--- src/rtl/fsm_input_pkg.sv ---
// rtl/fsm_input_pkg.sv - shared types, channel map and defaults for the input conditioner
package fsm_input_pkg;

  // Per-channel debounce states
  typedef enum logic [1:0] {
    ST_LO  = 2'd0,
    CHK_HI = 2'd1,
    ST_HI  = 2'd2,
    CHK_LO = 2'd3
  } deb_state_t;

  // Fixed channel map of the operator inputs
  localparam int CH_S  = 0;
  localparam int CH_T  = 1;
  localparam int CH_H  = 2;
  localparam int CH_R  = 3;
  localparam int CH_J  = 4;
  localparam int CH_B  = 5;
  localparam int CH_P0 = 6;
  localparam int CH_P1 = 7;

  // Default configuration
  localparam int         DEF_N_IN         = 8;
  localparam int         DEF_DEB_CYCLES   = 4;
  localparam logic [7:0] DEF_REPEAT_MASK  = 8'b0010_0000;
  localparam int         DEF_REPEAT_DELAY = 32;
  localparam int         DEF_REPEAT_RATE  = 8;

endpackage

--- src/rtl/debounce_channel.sv ---
// rtl/debounce_channel.sv - one input channel: sync, debounce FSM, edge pulses, optional auto-repeat (FSM_INPUT_AUTO_REPEAT_EN)
module debounce_channel
  import fsm_input_pkg::*;
#(
  parameter int DEB_CYCLES   = DEF_DEB_CYCLES,
  parameter bit REPEAT_EN    = 1'b0,
  parameter int REPEAT_DELAY = DEF_REPEAT_DELAY,
  parameter int REPEAT_RATE  = DEF_REPEAT_RATE
) (
  input  logic clk,
  input  logic reset,
  input  logic raw,
  output logic level,
  output logic rise,
  output logic fall
);

  localparam int CW = $clog2(DEB_CYCLES + 1);
  localparam logic [CW-1:0] CNT_ONE  = CW'(1);
  localparam logic [CW-1:0] CNT_LAST = CW'(DEB_CYCLES - 1);

  // Reject configurations the counters cannot represent
  if (DEB_CYCLES < 1 || DEB_CYCLES > 255) begin : g_bad_deb
    $error("debounce_channel: DEB_CYCLES out of range 1..255");
  end
  if (REPEAT_EN && (REPEAT_DELAY < 1 || REPEAT_RATE < 1)) begin : g_bad_rpt
    $error("debounce_channel: REPEAT_DELAY and REPEAT_RATE must be at least 1");
  end

  logic          sync1;
  logic          sync2;
  deb_state_t    state;
  logic [CW-1:0] cnt;
  logic          rpt_hit;

`ifdef FSM_INPUT_AUTO_REPEAT_EN
  localparam int RW = $clog2(REPEAT_DELAY + REPEAT_RATE + 1);
  localparam logic [RW-1:0] RPT_FIRST = RW'(REPEAT_DELAY);
  localparam logic [RW-1:0] RPT_NEXT  = RW'(REPEAT_DELAY + REPEAT_RATE);

  logic [RW-1:0] rpt_cnt;
  logic [RW-1:0] rpt_inc;

  assign rpt_inc = rpt_cnt + RW'(1);
  assign rpt_hit = REPEAT_EN && ((rpt_inc == RPT_FIRST) || (rpt_inc == RPT_NEXT));

  // Repeat timer: counts cycles spent holding ST_HI, folds back by one period after each repeat
  always_ff @(posedge clk) begin
    if (reset || !REPEAT_EN || state != ST_HI || !sync2) begin
      rpt_cnt <= '0;
    end else if (rpt_inc == RPT_NEXT) begin
      rpt_cnt <= RPT_FIRST;
    end else begin
      rpt_cnt <= rpt_inc;
    end
  end
`else
  assign rpt_hit = 1'b0;
`endif

  // Two-flop synchronizer, debounce FSM, committed level and registered pulses
  always_ff @(posedge clk) begin
    if (reset) begin
      sync1 <= 1'b0;
      sync2 <= 1'b0;
      state <= ST_LO;
      cnt   <= '0;
      level <= 1'b0;
      rise  <= 1'b0;
      fall  <= 1'b0;
    end else begin
      sync1 <= raw;
      sync2 <= sync1;
      rise  <= 1'b0;
      fall  <= 1'b0;
      case (state)
        ST_LO: begin
          if (sync2) begin
            if (DEB_CYCLES == 1) begin
              state <= ST_HI;
              level <= 1'b1;
              rise  <= 1'b1;
              cnt   <= '0;
            end else begin
              state <= CHK_HI;
              cnt   <= CNT_ONE;
            end
          end
        end
        CHK_HI: begin
          if (!sync2) begin
            state <= ST_LO;
            cnt   <= '0;
          end else if (cnt == CNT_LAST) begin
            state <= ST_HI;
            level <= 1'b1;
            rise  <= 1'b1;
            cnt   <= '0;
          end else begin
            cnt <= cnt + CNT_ONE;
          end
        end
        ST_HI: begin
          if (!sync2) begin
            if (DEB_CYCLES == 1) begin
              state <= ST_LO;
              level <= 1'b0;
              fall  <= 1'b1;
              cnt   <= '0;
            end else begin
              state <= CHK_LO;
              cnt   <= CNT_ONE;
            end
          end else begin
            rise <= rpt_hit;
          end
        end
        CHK_LO: begin
          if (sync2) begin
            state <= ST_HI;
            cnt   <= '0;
          end else if (cnt == CNT_LAST) begin
            state <= ST_LO;
            level <= 1'b0;
            fall  <= 1'b1;
            cnt   <= '0;
          end else begin
            cnt <= cnt + CNT_ONE;
          end
        end
        default: begin
          state <= ST_LO;
          cnt   <= '0;
        end
      endcase
    end
  end

endmodule

--- src/rtl/fsm_input_conditioner.sv ---
// rtl/fsm_input_conditioner.sv - operator input front end, one debounce channel per input (FSM_INPUT_AUTO_REPEAT_EN adds auto-repeat)
module fsm_input_conditioner
  import fsm_input_pkg::*;
#(
  parameter int              N_IN         = DEF_N_IN,
  parameter int              DEB_CYCLES   = DEF_DEB_CYCLES,
  parameter logic [N_IN-1:0] REPEAT_MASK  = N_IN'(DEF_REPEAT_MASK),
  parameter int              REPEAT_DELAY = DEF_REPEAT_DELAY,
  parameter int              REPEAT_RATE  = DEF_REPEAT_RATE
) (
  input  logic            clk,
  input  logic            reset,
  input  logic [N_IN-1:0] raw_in,
  output logic [N_IN-1:0] level_out,
  output logic [N_IN-1:0] rise_pulse,
  output logic [N_IN-1:0] fall_pulse
);

  // Independent conditioner per channel; repeat eligibility comes from the mask
  for (genvar i = 0; i < N_IN; i++) begin : g_ch
    debounce_channel #(
      .DEB_CYCLES  (DEB_CYCLES),
      .REPEAT_EN   (REPEAT_MASK[i]),
      .REPEAT_DELAY(REPEAT_DELAY),
      .REPEAT_RATE (REPEAT_RATE)
    ) u_ch (
      .clk  (clk),
      .reset(reset),
      .raw  (raw_in[i]),
      .level(level_out[i]),
      .rise (rise_pulse[i]),
      .fall (fall_pulse[i])
    );
  end

endmodule
--- config.mk ---
export PLATFORM = sky130hd
export DESIGN_NAME = fsm_input_conditioner
export DESIGN_NICKNAME = d
export VERILOG_FILES = /design/src/rtl/fsm_input_pkg.sv /design/src/rtl/debounce_channel.sv /design/src/rtl/fsm_input_conditioner.sv
export SDC_FILE = /design/constraint.sdc
export NUM_CORES = 1
export LEC_CHECK = 0
export BUFFER_PORTS_ARGS = -buffer_cell sky130_fd_sc_hd__buf_2
export CORE_ASPECT_RATIO = 0.75
export CORE_UTILIZATION = 50
export DETAILED_ROUTE_END_ITERATION = 10
export HOLD_SLACK_MARGIN = 0.03
export PLACE_DENSITY = 0.72
export SYNTH_ARGS = -nofsm -noshare
export SYNTH_HDL_FRONTEND = slang
export SYNTH_SLANG_ARGS = --single-unit
export TNS_END_PERCENT = 100
--- constraint.sdc ---
create_clock -name clk -period 1.2 [get_ports clk]
set_input_delay 0.06 -clock clk [delete_from_list [all_inputs] [get_ports clk]]
set_output_delay 0.06 -clock clk [all_outputs]
set_load 0.01 [all_outputs]
==> flow_metrics.py <==
metrics = {
    "floorplanning": {
        "ios": 34,
        "rows": 25,
        "coreArea_sq_mm": 0.00635,
        "die_x_um": 95.8,
        "start_util_pct": 51.9,
        "die-height_um": 72.3,
        "dieArea_sq_mm": 0.00693,
    },
    "sta": {
        "rsz0062_at_grt": "true",
        "clock_skew_ns": 0.0107,
        "setup_viol": 0,
        "fin_crit_sh_pct": 96.6,
        "min_period_ns": 1.16,
        "timing.hold.ws_ns": 0.186,
        "hold_viol_final": 0,
        "tightest_slew_ns": 0.286,
        "max-slew-margin-rel_pct": 80.6,
        "fmax_mhz": 862,
        "setup_ws_ns": 0.0403,
        "slew_viol_final": 0,
        "fin_setup_tns_ns": 0,
    },
    "logic_synthesis": {
        "yosys_warnings": 0,
        "synth_area_leader_cell": "dfxtp_1",
        "yosysSeqAreaShare_pct": 48.6,
        "async_flop_share_pct": 0,
        "synth_edf_count": 0,
        "synthTopCellsByArea": "dfxtp_1, buf_4, nor4b_1",
        "syn_inst": 308,
        "synth.cell_area_sq_mm": 0.00330,
        "synth_common_cells": "dfxtp_1, buf_4, a21oi_1",
        "ys_seq_elements": 80,
        "ys.flop_type": "dfxtp_1",
        "synth_cell_types": 32,
        "yosysMostFrequentCell": "dfxtp_1",
        "synth_fp_nets": 326,
        "avgSynthCellArea_sq_um": 10.7,
        "yosysTopAreaCellShare_pct": 48.6,
    },
    "global_routing": {
        "grt_start_max_net_pins": 47,
        "gr-total-overflow": 0,
        "grt_util_all_layers_pct": 17.0,
        "antenna_found_initial": 0,
        "grt_pass1_wl_mm": 9.07,
        "grt_pass1_vias": 2082,
    },
    "placed_design": {
        "hpwl_mm": 3.60,
        "portBuffers": 33,
        "gp_congestion": 0.730,
        "placed_cell_area_sq_mm": 0.00359,
        "dp_slack_ns": -0.0272,
    },
    "detailed_routing": {
        "dr.pass1.iters": 4,
        "wire_per_inst_um": 12.9,
        "routed_via_density": 5.13,
        "wl_mm": 5.74,
        "ant_nets": 0,
        "drt_iter0_drc": 67,
        "route.detailed.drc": 0,
        "routed-via-count": 2286,
    },
    "worst_hold_path": {
        "hold_path.class": "input port to flop",
    },
    "worst_setup_path": {
        "endpoint_kind": "flop",
        "criticalPathCategory": "flop to flop",
        "path_max_fanout": 4,
        "worstPathArrival_ns": 1.43,
        "cp.required_ns": 1.47,
        "start_kind": "flop",
    },
    "cells_and_area": {
        "nets": 378,
        "syn2layout_area_growth_pct": 24.4,
        "design_area_sq_mm": 0.00410,
        "antenna_cells": 0,
        "fillCellCount": 505,
        "final_util_pct": 64.6,
        "drive_above_1_share_pct": 44.9,
    },
    "outcome": {
        "status": "complete, no violations",
    },
    "pwr": {
        "power.leakage_nw": 1.59,
        "irDropWorstVdd_mv": 0.761,
        "power_density_mw_per_mm2": 1200,
    },
    "clock_network": {
        "cts_sinks": 80,
        "cts_tree": "yes",
        "h-tree-depth": 3,
        "clk_latency_ns": 0.34,
        "root_buffer": "clkbuf_8",
        "cts_made_buffers": 9,
        "cts_max_path_buffers": 2,
        "path_clk_slew_ns": 0.08,
    },
    "job": {
        "maxCapViolations": 0,
    },
}
sequential cells by signal (all words and copies together) (netlist names), named ones only:
register         flops
g_ch.u_ch.cnt       24
g_ch.u_ch.sync1      8
g_ch.u_ch.rise       8
g_ch.u_ch.level      8
g_ch.u_ch.fall       8
g_ch.u_ch.state      8
g_ch.u_ch.sync2      8
layout make-up:
type	instances	area, sq um	share of cell area (%)
clock buffer	10	128	3.11
timing repair buffer	74	518	12.6
inverter	4	15.0	0.366
tap	81	101	2.47
multi-input combinational	191	1660	40.5
sequential	80	1640	40.1
clock inverter	6	36.3	0.885
worst max-delay path, stage by stage (launching register included):
cell and delay [ns]:
dfxtp_4 0.37, xor2_4 0.19, or3b_1 0.39, a21oi_1 0.14
report_power, final:
group	total [mW]	switching (mW)	internal, mW
Combinational	0.433	0.205	0.228
Clock	1.67	0.928	0.740
Sequential	2.82	0.0785	2.74
Total	4.92	1.21	3.71
placed cells by master, fill, tap and decap left out, types with 9 or more instances in the layout:
cell type and count:
nor2b_1 16, clkbuf_8 9, dfxtp_1 57, dfxtp_2 18, nand2_1 15, a21oi_1 21, buf_4 31, nor4b_1 12
nor2_1 10, buf_2 33
path summary, 6_finish.rpt:
check                                startpoint                                to  slack [ns]  depth (start not counted)
setup / recovery                           flop  g_ch[3].u_ch.cnt[1]$_SDFFE_PP0P_        0.04                          3
setup reg to reg                           flop  g_ch[3].u_ch.cnt[1]$_SDFFE_PP0P_        0.04                          3
hold reg to reg   g_ch[3].u_ch.sync1$_SDFF_PP0_     g_ch[3].u_ch.sync2$_SDFF_PP0_        0.44                          1
hold / removal                            reset  g_ch[4].u_ch.cnt[1]$_SDFFE_PP0P_        0.19                          3
cells by family (layout without fill, tap and decap cells):
kind of cell,Yosys count,in the layout,share of synthesized area (%)
and+or+nand+nor,115,115,24.5
xor gates and xnor gates,8,8,3.04
buffers and inverters,37,94,7.13
adders and majority gates,8,8,3.04
DFF,80,80,48.6
AOI/OAI and AO/OA,52,52,11.0
muxes,8,8,2.73
layer usage:
layer  part of all wire, %  wire, um  global-route usage, %  vias up
met4                   1.1        61                   4.98        0
met3                   3.9       224                   7.13        6
li1                      -         -                      -     1171
met2                    48      2760                   27.4       30
met1                    47      2700                   20.9     1079
met5                     0         0                      0        -
stage by stage:
stage               std cells  power (mW)
floorplan                 308        3.16
global placement          415        3.23
detailed placement        415        3.25
CTS                       441        4.92
global route              446        5.16
finish                    446        4.92
repair_timing:
action / in CTS / in global routing
hold endpoints to repair: 8 / 0
gates resized for setup: 7 / 54
setup endpoints to repair: 6 / 34
pin swaps: 2 / 9
hold buffers: 8 / 0
setup buffers: 2 / 5
(Power assumes the default switching activity.)
